===== src/rtl/uart_fifoed_send_param.sv =====
// Parametrised FIFO-buffered UART transmitter: configurable baud divisor,
// frame format (data/parity/stop), FIFO depth and almost-full threshold.
module uart_fifoed_send_param #(
    parameter int CLKS_PER_BIT = 868,
    parameter int DATA_BITS    = 8,
    parameter int PARITY_MODE  = 0,
    parameter int STOP_BITS    = 1,
    parameter int FIFO_DEPTH   = 128,
    parameter int AFULL_THRESH = 122
) (
    input  logic                          clk_100MHz,
    input  logic                          reset,
    input  logic                          dat_en,
    input  logic [7:0]                    dat,
    input  logic                          tx_enable,
    output logic                          TX,
    output logic                          fifo_empty,
    output logic                          fifo_afull,
    output logic                          fifo_full,
    output logic [$clog2(FIFO_DEPTH):0]   fifo_level,
    output logic                          busy,
    output logic                          tx_done,
    output logic                          overflow
);
    localparam int AW = $clog2(FIFO_DEPTH);
    localparam int LW = AW + 1;
    localparam int CW = $clog2(CLKS_PER_BIT);
    localparam int BW = $clog2(DATA_BITS);

    localparam logic [LW-1:0] DEPTH_L   = LW'(FIFO_DEPTH);
    localparam logic [LW-1:0] AFULL_L   = LW'(AFULL_THRESH);
    localparam logic [CW-1:0] CNT_MAX   = CW'(CLKS_PER_BIT - 1);
    localparam logic [BW-1:0] LAST_BIT  = BW'(DATA_BITS - 1);
    localparam logic          STOP_LAST = 1'(STOP_BITS - 1);
    localparam logic          PAR_ODD   = (PARITY_MODE == 2);
    localparam logic          HAS_PAR   = (PARITY_MODE != 0);

    localparam logic [2:0] S_IDLE   = 3'd0;
    localparam logic [2:0] S_START  = 3'd1;
    localparam logic [2:0] S_DATA   = 3'd2;
    localparam logic [2:0] S_PARITY = 3'd3;
    localparam logic [2:0] S_STOP   = 3'd4;

    logic [DATA_BITS-1:0] mem_q [FIFO_DEPTH];
    logic [AW-1:0]        wr_ptr_q, wr_ptr_d;
    logic [AW-1:0]        rd_ptr_q, rd_ptr_d;
    logic [LW-1:0]        level_q, level_d;
    logic                 overflow_q, overflow_d;

    logic [2:0]           state_q, state_d;
    logic [CW-1:0]        cnt_q, cnt_d;
    logic [BW-1:0]        bit_idx_q, bit_idx_d;
    logic                 stop_idx_q, stop_idx_d;
    logic [DATA_BITS-1:0] shift_q, shift_d;
    logic                 parity_q, parity_d;
    logic                 tx_q, tx_d;

    logic                 push;
    logic                 pop;
    logic                 cnt_zero;
    logic [DATA_BITS-1:0] head;
    logic                 unused_dat;

    // Upper dat bits are deliberately dropped for narrow frames.
    assign unused_dat = ^dat;

    assign head     = mem_q[rd_ptr_q];
    assign push     = dat_en && (level_q != DEPTH_L);
    assign pop      = (state_q == S_IDLE) && (level_q != '0) && tx_enable;
    assign cnt_zero = (cnt_q == '0);

    always_comb begin
        wr_ptr_d   = wr_ptr_q;
        rd_ptr_d   = rd_ptr_q;
        level_d    = level_q;
        overflow_d = dat_en && !push;
        if (push) begin
            wr_ptr_d = wr_ptr_q + 1'b1;
        end
        if (pop) begin
            rd_ptr_d = rd_ptr_q + 1'b1;
        end
        if (push && !pop) begin
            level_d = level_q + 1'b1;
        end else if (!push && pop) begin
            level_d = level_q - 1'b1;
        end
    end

    always_ff @(posedge clk_100MHz) begin
        if (push) begin
            mem_q[wr_ptr_q] <= dat[DATA_BITS-1:0];
        end
    end

    always_ff @(posedge clk_100MHz or posedge reset) begin
        if (reset) begin
            wr_ptr_q   <= '0;
            rd_ptr_q   <= '0;
            level_q    <= '0;
            overflow_q <= 1'b0;
        end else begin
            wr_ptr_q   <= wr_ptr_d;
            rd_ptr_q   <= rd_ptr_d;
            level_q    <= level_d;
            overflow_q <= overflow_d;
        end
    end

    // TX is registered from the next state so it changes with the state.
    always_comb begin
        state_d    = state_q;
        cnt_d      = cnt_q;
        bit_idx_d  = bit_idx_q;
        stop_idx_d = stop_idx_q;
        shift_d    = shift_q;
        parity_d   = parity_q;
        tx_d       = tx_q;
        if (state_q != S_IDLE) begin
            cnt_d = cnt_zero ? CNT_MAX : cnt_q - 1'b1;
        end
        case (state_q)
            S_IDLE: begin
                tx_d = 1'b1;
                if (pop) begin
                    state_d  = S_START;
                    cnt_d    = CNT_MAX;
                    shift_d  = head;
                    parity_d = (^head) ^ PAR_ODD;
                    tx_d     = 1'b0;
                end
            end
            S_START: begin
                if (cnt_zero) begin
                    state_d   = S_DATA;
                    bit_idx_d = '0;
                    tx_d      = shift_q[0];
                end
            end
            S_DATA: begin
                if (cnt_zero) begin
                    if (bit_idx_q == LAST_BIT) begin
                        if (HAS_PAR) begin
                            state_d = S_PARITY;
                            tx_d    = parity_q;
                        end else begin
                            state_d    = S_STOP;
                            stop_idx_d = 1'b0;
                            tx_d       = 1'b1;
                        end
                    end else begin
                        bit_idx_d = bit_idx_q + 1'b1;
                        shift_d   = shift_q >> 1;
                        tx_d      = shift_q[1];
                    end
                end
            end
            S_PARITY: begin
                if (cnt_zero) begin
                    state_d    = S_STOP;
                    stop_idx_d = 1'b0;
                    tx_d       = 1'b1;
                end
            end
            S_STOP: begin
                tx_d = 1'b1;
                if (cnt_zero) begin
                    if (stop_idx_q == STOP_LAST) begin
                        state_d = S_IDLE;
                        cnt_d   = '0;
                    end else begin
                        stop_idx_d = stop_idx_q + 1'b1;
                    end
                end
            end
            default: begin
                state_d = S_IDLE;
                cnt_d   = '0;
                tx_d    = 1'b1;
            end
        endcase
    end

    always_ff @(posedge clk_100MHz or posedge reset) begin
        if (reset) begin
            state_q    <= S_IDLE;
            cnt_q      <= '0;
            bit_idx_q  <= '0;
            stop_idx_q <= 1'b0;
            shift_q    <= '0;
            parity_q   <= 1'b0;
            tx_q       <= 1'b1;
        end else begin
            state_q    <= state_d;
            cnt_q      <= cnt_d;
            bit_idx_q  <= bit_idx_d;
            stop_idx_q <= stop_idx_d;
            shift_q    <= shift_d;
            parity_q   <= parity_d;
            tx_q       <= tx_d;
        end
    end

    assign TX         = tx_q;
    assign fifo_level = level_q;
    assign fifo_empty = (level_q == '0);
    assign fifo_afull = (level_q >= AFULL_L);
    assign fifo_full  = (level_q == DEPTH_L);
    assign busy       = (state_q != S_IDLE);
    assign overflow   = overflow_q;
    assign tx_done    = (state_q == S_STOP) && cnt_zero
                        && (stop_idx_q == STOP_LAST);

endmodule


===== config.mk =====
export PLATFORM = sky130hd
export DESIGN_NAME = uart_fifoed_send_param
export DESIGN_NICKNAME = d
export VERILOG_FILES = /design/src/rtl/uart_fifoed_send_param.sv
export SDC_FILE = /design/constraint.sdc
export NUM_CORES = 1
export LEC_CHECK = 0
export BUFFER_PORTS_ARGS = -buffer_cell sky130_fd_sc_hd__buf_2
export CORE_AREA = 2 2 298 300
export CTS_CLUSTER_SIZE = 8
export DETAILED_ROUTE_END_ITERATION = 10
export DIE_AREA = 0 0 300 302
export PLACE_DENSITY = 0.72
export SYNTH_ARGS = -nofsm -noshare
export SYNTH_HDL_FRONTEND = slang
export SYNTH_SLANG_ARGS = --single-unit
export TNS_END_PERCENT = 5

===== constraint.sdc =====
create_clock -name clk_100MHz -period 5.8 [get_ports clk_100MHz]
set_input_delay 1.16 -clock clk_100MHz [delete_from_list [all_inputs] [get_ports clk_100MHz]]
set_output_delay 1.16 -clock clk_100MHz [all_outputs]
set_load 0.02 [all_outputs]

# ---- Word-level counts from Yosys, hierarchy flattened
# Memory sizes are Yosys's and may differ from the RTL's.
# Cells that the tools add are included.
dict set report op_classes {
  n_addsub 7
  order_cmp 1
  n_eq_ne 15
  mux 38
  bitwise 1
  n_reduce_logical 25
}
# cell n
set op_table {}
lappend op_table {{$mux 10} 5}
lappend op_table {{$mux 8} 5}
lappend op_table {{$mux 3} 10}
lappend op_table {{$pmux 10 s3} 1}
lappend op_table {{$ne 2x2->1 const B} 8}
lappend op_table {{$pmux 8 s2} 1}
lappend op_table {{$pmux 3 s5} 1}
lappend op_table {{$add 7x1->7 const B} 2}
lappend op_table {{$mux 1} 12}
lappend op_table {{$logic_not 10->1} 1}
lappend op_table {{$sub 10x1->10 const B} 1}
lappend op_table {{$add 8x1->8 const B} 1}
lappend op_table {{$eq 8x8->1 const B} 1}
lappend op_table {{$ge 8x7->1 const B} 1}
lappend op_table {{$logic_and 1x1->1} 8}
lappend op_table {{$logic_not 8->1} 1}
lappend op_table {{$ne 8x8->1 const B} 1}
lappend op_table {{$reduce_and 4->1} 2}
lappend op_table {{$reduce_bool 8->1} 1}
lappend op_table {{$sub 8x1->8 const B} 1}
lappend op_table {{$reduce_and 7->1} 1}
lappend op_table {{$eq 3x2->1 const B} 2}
lappend op_table {{$eq 3x3->1 const B} 2}
lappend op_table {{$pmux 3 s2} 1}
lappend op_table {{13 further kinds} 17}
dict set report totals {
  register_bits 49
  mem_bits_rw 1024
  output_inout_bits 15
  n_memories 1
}
# memory depth width rd rd_ports_with_merged_regs write_ports line
set mem_list {}
lappend mem_list {mem_q 128 8 1 0 1 44} ;# logic [DATA_BITS-1:0] mem_q [FIFO_DEPTH];

# ---- Longest topological paths before layout
# Gate-level depths: netlist of the first run.
dict set report logic_depth {
  ltp_word 6
  ltp_mapped 16
  ltp_nobuf 14
}

# ---- Least setup slack after synthesis of the first run
# No wires, ideal clock.
dict set report synth_timing {
  kind {input -> register}
  startpoint {input tx_enable}
  endpoint {register level_q[7], in the netlist fifo_level[7]}
  setup_time_ns 0.081
  t_arrival_ns 3.625
  t_required_ns 5.719
  slack_ns 2.095
  cell_stages 13
  n_path_buf 1
  path_cell_list {and3_1 -> clkinv_1 -> clkbuf_1 -> ha_1 -> inv_1 -> ha_1 -> a21o_1 -> a21oi_1 -> nor2b_1 -> o21a_1 -> o41ai_1 -> mux2i_1 -> xnor2_1}
}
dict set report synth_between {
  elab_chain_len 4
  elab_cells_between_ends 6
}
# element line
set synth_lines {}
lappend synth_lines {{from (decl)} 15} ;# input logic tx_enable,
lappend synth_lines {{$logic_and 1x1->1 *} 69} ;# assign pop = (state_q == S_IDLE) && (level_q != '0) && tx_enable;
lappend synth_lines {{$logic_not 1->1} 83} ;# if (push && !pop) begin
lappend synth_lines {{$logic_and 1x1->1} 83}
lappend synth_lines {{$mux 8 or $reduce_bool 2->1 (tied branches)} --}
lappend synth_lines {{to (signal assigned)} 105} ;# level_q <= level_d;
lappend synth_lines {{to (decl)} 47} ;# logic [LW-1:0] level_q, level_d;
# Every way passes the cells marked *; elsewhere a longest branch is shown, timed or not.
# A chain may end at the register's enable or synchronous reset.

# ---- Worst setup path in the final report of the first run
dict set report layout_timing {
  startpoint {register state_q[0]}
  endpoint {register level_q[7], in the netlist fifo_level[7]}
}
dict set report layout_between {
  elab_chain_len 6
  elab_cells_between_ends 8
}
# element line
set layout_lines {}
lappend layout_lines {{from (decl)} 50} ;# logic [2:0] state_q, state_d;
lappend layout_lines {{from (signal assigned)} 194} ;# state_q <= state_d;
lappend layout_lines {{$logic_not 3->1 *} 69}
lappend layout_lines {{$logic_and 1x1->1 * (2 in a row)} 69}
lappend layout_lines {{$logic_not 1->1} 83}
lappend layout_lines {{$logic_and 1x1->1} 83}
lappend layout_lines {{$mux 8 or $reduce_bool 2->1 (tied branches)} --}
# Marks and branches as above.

==> results.toml, run 1 <==
[sta]
fin_crit_sh_pct = 72.4
fin_ws_ns = 1.60
slew_violations = 0
rsz0062_at_grt = "false"
setup_violations = 0
max_freq_mhz = 238
clock-skew-final_ns = 0.0256
holdWs_ns = 0.486
worstMarginPinSlew_ns = 1.15
finalHoldViolCount = 0
finalCriticalPeriod_ns = 4.20
finalSetupTns_ns = 0
relSlewSlack_pct = 22.7

[power_and_ir_drop]
power.internal_mw = 13.7
power.share.clock_pct = 44.7
p_leak_nw = 14.9
combinationalPowerShare_pct = 5.1
p_switching_mw = 3.92
pwr-share-seq_pct = 50.2
powerDensity_mw_per_mm2 = 367
ir_drop_mv = 0.282
swShare_pct = 22.3

[clocking]
cts_buffer_depth = 3
clk_latency_ns = 0.73
cts_hold_buf = 0
cts_sinks = 1072
clk_pin_slew_worst_paths_ns = 0.05
cts_setup_buffers = 0
cts_tree = "yes"
h-tree-depth = 4
cts_root_buf = "clkbuf_16"
ctsResizeCount = 0
cts_inserted_buffers = 152

[routing]
drt_pass1_iterations = 6
num_vias = 21532
antenna_left = 0
via_per_inst = 6.25
drt_iter0_markers = 2693
drt_wl_total_um = 99200
drc = 0
wire_per_inst_um = 28.8

[floorplan]
start_util_pct = 48.5
dieArea_mm2 = 0.0906
core.rowCount = 109
ios = 27
fp.dieW_um = 300
core_mm2 = 0.0876
die_h_um = 302

[final_layout]
final_nets = 2261
drive_gt1_share_pct = 21.2
finalNonFillerCells = 3445
utilization_pct = 54.7
syn2layout_area_growth_pct = 12.7
layout_commonest_cell = "edfxtp_1"
final_cell_mix = "edfxtp_1 (1024), mux4_2 (221), nor2_1 (168)"
diodes = 0

[global_routing]
grt_pass1_vias = 21813
antenna_found_initial = 1
grt-ovfl-total = 0
grt_pass1_wl_um = 147000
track_usage_pct = 22.4
grt_max_degree = 82

[synthesis]
syn-num-nets = 2160
yosysUniqueCellTypes = 64
syn_area_mm2 = 0.0425
synth-seq-cells = 1072
synth-warning-count = 0
synth-edff-count = 1024
synthArstFlopShare_pct = 4.48
syn_inst = 2135
synth_seq_area_share_pct = 75.2
synth_ff_type = "edfxtp_1"
synth_area_per_cell_um2 = 19.9

[setup_path]
cp-end-kind = "flip-flop"
crit_start = "state_q[0]$_DFFE_PP0P_"
r2r_start = "state_q[0]$_DFFE_PP0P_"
crit_arrival_ns = 4.85
cp_max_fo = 17
cp_data_required_time_ns = 6.45
crit_type = "flip-flop to flip-flop"
cp-start-kind = "flip-flop"

[place]
portBuffers = 26
gp_congestion = 0.862
dp_hpwl_um = 58600
place_inst = 3247
place_ws_ns = 1.54

[outcome]
outcome = "complete, no violations"

[worst_hold_path]
min_from = "bit_idx_q[2]$_DFFE_PP0P_"
hp-class = "flip-flop to flip-flop"

[job]
cap_violations = 0
metrics by stage:
| stage | instance area [um2] | power (mW) |
|---|---|---|
| 2_1_floorplan | 42500 | 9.37 |
| 3_3_place_gp | 43700 | 9.81 |
| 3_5_place_dp | 43700 | 9.85 |
| 4_1_cts | 47900 | 17.7 |
| 5_1_grt | 47900 | 18.1 |
| 6_report | 47900 | 17.6 |
worst paths after layout:
path	end	slack, ns	cells past startpoint
min reg2reg	bit_idx_q[2]$_DFFE_PP0P_	0.49	2
max in group asynchronous	rd_ptr_q[3]$_DFFE_PP0P_	4.34	2
max	fifo_level[7]$_DFFE_PP0P_	1.60	15
min in group asynchronous	cnt_q[8]$_DFF_PP0_	0.70	2
min	bit_idx_q[2]$_DFFE_PP0P_	0.49	2
max reg2reg	fifo_level[7]$_DFFE_PP0P_	1.60	15
synthesized netlist by cell type (all sizes together), types with 7 or more instances:
cell / n / area, um2
and2: 10 / 62.6
and3: 9 / 56.3
o31ai: 7 / 52.6
mux4: 233 / 5290
xnor2: 19 / 166
o221ai: 12 / 105
a22oi: 31 / 233
nand3: 23 / 120
a211oi: 16 / 125
dfrtp: 47 / 1180
a31oi: 7 / 43.8
o21ai: 29 / 145
nor3: 14 / 80.1
o211ai: 9 / 67.6
nand2: 63 / 236
edfxtp: 1024 / 30700
nor2: 169 / 634
inv: 12 / 45.0
a221oi: 19 / 179
clkbuf: 45 / 169
mux2i: 93 / 931
nor2b: 19 / 119
xor2: 7 / 61.3
a21oi: 61 / 305
o22ai: 16 / 100
buf: 69 / 603
ha: 12 / 150
per-layer routing:
metal  GRT usage, %  routed length (um)
met1           30.7               38700
met2           35.1               47800
met3           5.25                9420
met4           8.67                3320
met5              0                   0
worst max-delay path, cell delays in order (launching register included):
cell and delay, ns:
dfrtp_1 0.47, or2_2 0.39, nor2_1 0.23, and3_1 0.52
clkinv_1 0.14, buf_4 0.23, ha_1 0.21, inv_1 0.24
ha_1 0.30, a21o_1 0.18, a21oi_1 0.21, nor2b_1 0.07
o21a_1 0.19, o41ai_1 0.36, mux2i_1 0.26, xnor2_1 0.13
cells by family after synthesis:
family | Yosys count | synth area share, %
compound gates | 234 | 3.73
xor+xnor | 26 | 0.536
fa+ha+maj | 13 | 0.400
buf+inv | 127 | 1.93
flops | 1072 | 75.2
mux | 330 | 14.7
simple gates | 333 | 3.49
registers in the layout, indices dropped and copies added, names as in the netlist:
signal / flops
shift_q: 8
bit_idx_q: 3
mem_q: 1024
TX: 1
rd_ptr_q: 7
state_q: 3
overflow: 1
cnt_q: 10
fifo_level: 8
wr_ptr_q: 7
cell type report:
type / instances / area (um2)
Fill cell: 6414 / 39600
Sequential cell: 1072 / 32000
Multi-Input combinational cell: 936 / 9780
Clock buffer: 184 / 3970
Tap cell: 1165 / 1460
Timing Repair Buffer: 61 / 488
Clock inverter: 14 / 210
Inverter: 13 / 48.8
power by group through the flow:
stage          sequential, mW  combinational [mW]  clock, mW
2_1_floorplan            8.94               0.431          0
3_3_place_gp             8.94               0.871          0
3_5_place_dp             8.96               0.892          0
4_1_cts                  8.82               0.898       7.95
5_1_grt                  8.83               0.959       8.26
6_report                 8.82               0.901       7.86
Power figures use the tool's default switching activity.
==> run 2, diff against run 1 <==
--- a/config.mk
+++ b/config.mk
@@ -10,7 +10,7 @@
 export CTS_CLUSTER_SIZE = 8
 export DETAILED_ROUTE_END_ITERATION = 10
 export DIE_AREA = 0 0 300 302
-export PLACE_DENSITY = 0.72
+export PLACE_DENSITY = 0.74
 export SYNTH_ARGS = -nofsm -noshare
 export SYNTH_HDL_FRONTEND = slang
 export SYNTH_SLANG_ARGS = --single-unit
==> constraint.sdc (replaced) <==
create_clock -name clk_100MHz -period 3.6 [get_ports clk_100MHz]
set_input_delay 0.72 -clock clk_100MHz [delete_from_list [all_inputs] [get_ports clk_100MHz]]
set_output_delay 0.72 -clock clk_100MHz [all_outputs]
set_load 0.02 [all_outputs]
==> run 2 against run 1 <==
  * Utilization increased by 1.2 points
  * Critical path depth fell by 9
  * Flip-flop and latch count unchanged
  * Non-clock buffer count rose by 113
  * Wire length up 3.6%
  * Worst setup slack worse by 1.5 ns
  * Count of clock-buffer cells in the layout grew 7
  * Sequential share of layout area shrank 1.4 points
  * Global-route usage grew 0.88 points
  * Sequential power is 61% higher
  * Register-to-register slack got worse by 1.3 ns
  * Power increased by 62%
  * Critical endpoint is now tx_done
  * Largest cell class unchanged
==> results.toml, run 2 (synthesized netlist as in run 1, its figures left out) <==
[routing]
drc = 0
drt_wl_total_um = 103000
wire_per_inst_um = 28.8
antenna_left = 0
num_vias = 22401
via_per_inst = 6.28
drt_pass1_iterations = 6
drt_iter0_markers = 2723

[sta]
finalSetupTns_ns = 0
finalCriticalPeriod_ns = 3.48
worstMarginPinSlew_ns = 1.07
setup_violations = 0
relSlewSlack_pct = 28.6
slew_violations = 0
max_freq_mhz = 287
fin_crit_sh_pct = 96.7
finalHoldViolCount = 0
clock-skew-final_ns = 0.0335
rsz0062_at_grt = "true"
holdWs_ns = 0.204

[global_routing]
grt_util_met2_pct = 36.9
grt_pass1_vias = 22820
grt_pass1_wl_um = 153000
grt-ovfl-total = 0
grt.busiest_layer = "met2"
grt_max_degree = 84
grtUsageMet1_pct = 31.4
antenna_found_initial = 1
met3_usage_pct = 5.48
track_usage_pct = 23.2

[floorplan]
ios = 27
dieArea_mm2 = 0.0906
fp.dieW_um = 300
start_util_pct = 48.5
core.rowCount = 109
core_mm2 = 0.0876
die_h_um = 302

[job]
cap_violations = 0

[clocking]
cts_buffer_depth = 3
clk_pin_slew_worst_paths_ns = 0.05
cts_tree = "yes"
clk_latency_ns = 0.75
ctsResizeCount = 0
h-tree-depth = 4
cts_setup_buffers = 0
cts_inserted_buffers = 151
cts_hold_buf = 0
cts_sinks = 1072
cts_root_buf = "clkbuf_16"

[setup_path]
cp_max_fo = 5
crit_start = "cnt_q[4]$_DFF_PP0_"
cp-start-kind = "flip-flop"
cp_cell_sequence = "or4_1 > nor3_4 > nand2_1 > nor3_4 > and3_1 > buf_2"
cp_data_required_time_ns = 2.88
crit_type = "flip-flop to output pin"
slowest_delay_ns = 0.62
r2r_start = "state_q[1]$_DFFE_PP0P_"
cpMaxStageDelayCell = "or4_1"
cp-end-kind = "output pin"
crit_arrival_ns = 2.76
worst_path_most_repeated_cell = "nor3_4"

[final_layout]
largest_reg_flops = 1024
final_nets = 2373
diodes = 0
nFillCells = 6296
syn2layout_area_growth_pct = 15.2
final_cell_mix = "edfxtp_1 (1024), mux4_2 (221), nor2_1 (168)"
drive_gt1_share_pct = 24.5
regMostFlops = "mem_q"
layout_commonest_cell = "edfxtp_1"
reg.largest.list = "mem_q: 1024 flops, cnt_q: 10 flops"

[worst_hold_path]
min_from = "dat_en"
hp-class = "primary input to flip-flop"

[place]
portBuffers = 26
dp_hpwl_um = 62300
gp_congestion = 0.895

[outcome]
outcome = "complete, no violations"

[power_and_ir_drop]
p_leak_nw = 15.6
finalPower_mw = 28.4
powerDensity_mw_per_mm2 = 581
ir_drop_mv = 0.452
run 2: cell count changes in the layout (fill, tap and decap cells not counted), moves of 3 or more:
cell       previous run  this run
nand3_1              18        22
clkinv_16             2         5
inv_6                 6         3
buf_12                6        17
nand2_1              60        63
clkbuf_16           154       151
buf_4                37       139
nand2_2               3         0
nand3_2               5         1
clkbuf_1             30        40
run 2: metrics by stage:
stage	cells	cell area [um2]	setup slack [ns]	util, %
finish	3566	49000	0.120	55.9
global route	3566	49000	-0.0572	55.9
CTS	3566	48900	0.00389	55.9
detailed placement	3360	44700	0.260	51.0
global placement	3360	44700	0.314	51.0
floorplan	2135	42500	0.0185	-
run 2: path summary, 6_finish.rpt:
path	endpoint	slack, ns	depth (start not counted)
setup / recovery	tx_done	0.12	6
hold / removal	overflow$_DFF_PP0_	0.20	2
setup reg to reg	fifo_level[7]$_DFFE_PP0P_	0.29	14
hold reg to reg	bit_idx_q[2]$_DFFE_PP0P_	0.50	2
max in group asynchronous	rd_ptr_q[2]$_DFFE_PP0P_	2.56	2
min in group asynchronous	fifo_level[6]$_DFFE_PP0P_	0.23	2
run 2: cell type report:
cell class,count,area (um2),area share [%]
sequential,1072,32000,65.3
multi-input combinational,936,9770,20.0
clock buffer,191,3930,8.03
timing repair buffer,174,1470,3.01
tap,1165,1460,2.98
clock inverter,15,305,0.624
inverter,13,48.8,0.0997
run 2: power breakdown:
part | internal, mW | switching (mW)
Clock | 7.63 | 5.10
Combinational | 0.434 | 1.08
Sequential | 14.0 | 0.201
run 2: critical path: cells and delay by family, from the launching register on:
family	cells	cell delay, ns
buffers and inverters	1	0.17
flip-flops	1	0.40
AND/OR/NAND/NOR	5	1.45
run 2: layer usage:
| layer | vias to the layer above | routed length, um |
|---|---|---|
| met3 | 218 | 10600 |
| li1 | 9176 | - |
| met5 | - | 0 |
| met4 | 0 | 3700 |
| met1 | 11660 | 38700 |
| met2 | 1347 | 49800 |
==> run 3, diff against run 2 <==
--- a/config.mk
+++ b/config.mk
@@ -5,11 +5,12 @@
 export SDC_FILE = /design/constraint.sdc
 export NUM_CORES = 1
 export LEC_CHECK = 0
+export ABC_AREA = 1
 export BUFFER_PORTS_ARGS = -buffer_cell sky130_fd_sc_hd__buf_2
-export CORE_AREA = 2 2 298 300
+export CORE_AREA = 2 2 304 306
 export CTS_CLUSTER_SIZE = 8
 export DETAILED_ROUTE_END_ITERATION = 10
-export DIE_AREA = 0 0 300 302
+export DIE_AREA = 0 0 306 308
 export PLACE_DENSITY = 0.74
 export SYNTH_ARGS = -nofsm -noshare
 export SYNTH_HDL_FRONTEND = slang
==> run 3 against run 2 <==
  * Die area grew 4.0%
  * Worst setup slack gained 0.34 ns
  * Sequential share of layout area shrank 1.4 points
  * Critical endpoint unchanged
  * Cell count grew 40%
  * Global-route usage grew 1.0 points
  * Largest power group unchanged
  * Synthesized cell count grew 73%
  * Non-clock buffer count shrank 28
  * Power grew 41%
==> results.toml, run 3 <==
[synthesis]
syn-num-nets = 3720
synth_top_area_cell = "edfxtp_1"
synth_top_cell_area_share_pct = 69.6
yosysMostFrequentCell = "edfxtp_1"
synth-seq-cells = 1072
synth_ff_type = "edfxtp_1"
syn_inst = 3695
synth_seq_area_share_pct = 72.3
synth-edff-count = 1024
synth-warning-count = 0
synth_area_per_cell_um2 = 12.0
syn_area_mm2 = 0.0442
synthTopCellsByCount = "edfxtp_1 (1024), nor2_1 (806), o21ai_0 (464), nand2_1 (435), nand3_1 (196)"
synthTopCellsByArea = "edfxtp_1 (70%), nor2_1 (6.8%), o21ai_0 (5.3%)"
yosysUniqueCellTypes = 47
synthArstFlopShare_pct = 4.48

[global_routing]
grt_util_met2_pct = 37.8
antenna_found_initial = 0
grt_pass1_wl_um = 174000
grtUsageMet1_pct = 33.1
grt.busiest_layer = "met2"
track_usage_pct = 24.2
grt-ovfl-total = 0
met3_usage_pct = 5.55
grt_pass1_vias = 28710
grt_max_degree = 164

[place]
gp_congestion = 0.980
portBuffers = 26
dp_hpwl_um = 66200

[sta]
finalSetupTns_ns = 0
worstMarginPinSlew_ns = 1.29
finalHoldViolCount = 0
rsz0062_at_grt = "false"
slew_violations = 0
setup_violations = 0
max_freq_mhz = 319
clock-skew-final_ns = 0.0252
finalCriticalPeriod_ns = 3.14
fin_crit_sh_pct = 87.2
relSlewSlack_pct = 14.2

[floorplan]
dieArea_mm2 = 0.0942
ios = 27
core_mm2 = 0.0910
fp.dieW_um = 306
start_util_pct = 48.6
die_h_um = 308
core.rowCount = 111

[worst_hold_path]
hp-class = "primary input to asynchronous set/reset pin"

[routing]
drt_wl_total_um = 114000
antenna_left = 0
num_vias = 29669
drt_iter0_markers = 4237
drc = 0
via_per_inst = 5.93
wire_per_inst_um = 22.8
drt_pass1_iterations = 6

[final_layout]
utilization_pct = 54.9
syn2layout_area_growth_pct = 13.1
reg.largest.list = "mem_q: 1024 flops, cnt_q: 10 flops"
final_cell_mix = "edfxtp_1 (1024), nor2_1 (806), o21ai_0 (464)"
nFillCells = 7168
regMostFlops = "mem_q"
regArea_mm2 = 0.0320
final_nets = 3799
drive_gt1_share_pct = 9.28
diodes = 0
multi_input_area_mm2 = 0.0105
largest_reg_flops = 1024
layout_commonest_cell = "edfxtp_1"

[clocking]
cts_hold_buf = 0
cts_sinks = 1072
clk_pin_slew_worst_paths_ns = 0.05
cts_inserted_buffers = 152
cts_tree = "yes"
clk_latency_ns = 0.74
cts_setup_buffers = 0
ctsResizeCount = 0
h-tree-depth = 4
cts_buffer_depth = 3
cts_root_buf = "clkbuf_16"

[power_and_ir_drop]
powerDensity_mw_per_mm2 = 805
ir_drop_mv = 0.787
p_leak_nw = 17.1
finalPower_mw = 40.2

[setup_path]
cp-end-kind = "output pin"
r2r_slack_ns = 0.51
cp_data_required_time_ns = 2.88
rr_endpoint = "mem_q[63][4]$_DFFE_PP_"
crit_type = "flip-flop to output pin"
crit_arrival_ns = 2.42
r2r_cells = 11
cp-start-kind = "flip-flop"
r2r_start = "fifo_level[4]$_DFFE_PP0P_"
cp_max_fo = 5

[outcome]
outcome = "complete, no violations"

[job]
cap_violations = 0
==> run 3: changes by cell type in the layout (fill, tap and decap cells not counted), sizes merged, moves of 30 or more <==
| cell | delta |
|---|---|
| mux4 | -233 |
| nand2 | +375 |
| nand3 | +177 |
| o22ai | +36 |
| o211ai | +102 |
| o21ai | +498 |
| nor2 | +645 |
| a22oi | -30 |
| inv | +103 |
| mux2i | -92 |
==> run 3: worst max-delay path, stage by stage, from the launching register on <==
cell and delay, ns:
dfrtp_1 0.37, inv_1 0.11, ha_1 0.15, inv_1 0.05
nor3_1 0.38, nand3_2 0.27, nor2_1 0.16, buf_2 0.18
==> run 3: power breakdown <==
group / internal [mW] / leakage [nW] / switching (mW) / total [mW]
combinational: 3.61 / 5.29 / 9.39 / 13.0
sequential: 14.1 / 9.79 / 0.433 / 14.6
clock: 7.65 / 2.02 / 5.01 / 12.7
total: 25.4 / 17.1 / 14.8 / 40.2
==> run 3: layer usage <==
metal / part of all wire, % / vias to the layer above
met5: 0 / -
met4: 3.4 / 0
met3: 11 / 274
met2: 47 / 1756
met1: 39 / 14399
li1: - / 13240
==> run 3: worst max path at each step <==
stage	startpoint	endpoint	slack [ns]	cells past startpoint
after global routing	fifo_level[1]$_DFFE_PP0P_	fifo_level[5]$_DFFE_PP0P_	0.12	19
after CTS	cnt_q[0]$_DFF_PP0_	tx_done	0.44	7
after detailed placement	dat_en	mem_q[63][6]$_DFFE_PP_	0.41	10
final	cnt_q[0]$_DFF_PP0_	tx_done	0.46	7
after floorplan	fifo_level[1]$_DFFE_PP0P_	fifo_level[6]$_DFFE_PP0P_	0.37	18
after global placement	dat_en	mem_q[63][4]$_DFFE_PP_	0.51	10
==> run 3: area by class of cell <==
| cell class | instances | share of cell area (%) |
|---|---|---|
| Inverter | 123 | 0.961 |
| Clock buffer | 182 | 7.92 |
| Timing Repair Buffer | 146 | 2.73 |
| Multi-Input combinational cell | 2279 | 21.0 |
| Sequential cell | 1072 | 63.9 |
| Tap cell | 1186 | 2.97 |
| Clock inverter | 14 | 0.453 |
==> run 3: metrics by stage <==
step	cell area (um2)	setup WS, ns	hold WS, ns	cells
floorplan	44200	0.370	0.449	3695
global placement	45800	0.506	0.470	4806
detailed placement	45800	0.408	0.482	4806
CTS	50000	0.438	0.110	5002
global route	50000	0.124	0.170	5002
finish	50000	0.461	0.113	5002
==> run 3: cell families (layout without fill, tap and decap cells) <==
family | count (synthesis) | after routing | synth area share, %
flops | 1072 | 1072 | 72.3
xor+xnor | 15 | 15 | 0.297
mux | 1 | 1 | 0.0227
simple gates | 1484 | 1484 | 13.5
fa+ha+maj | 13 | 13 | 0.385
buf+inv | 344 | 465 | 3.89
compound gates | 766 | 766 | 9.57
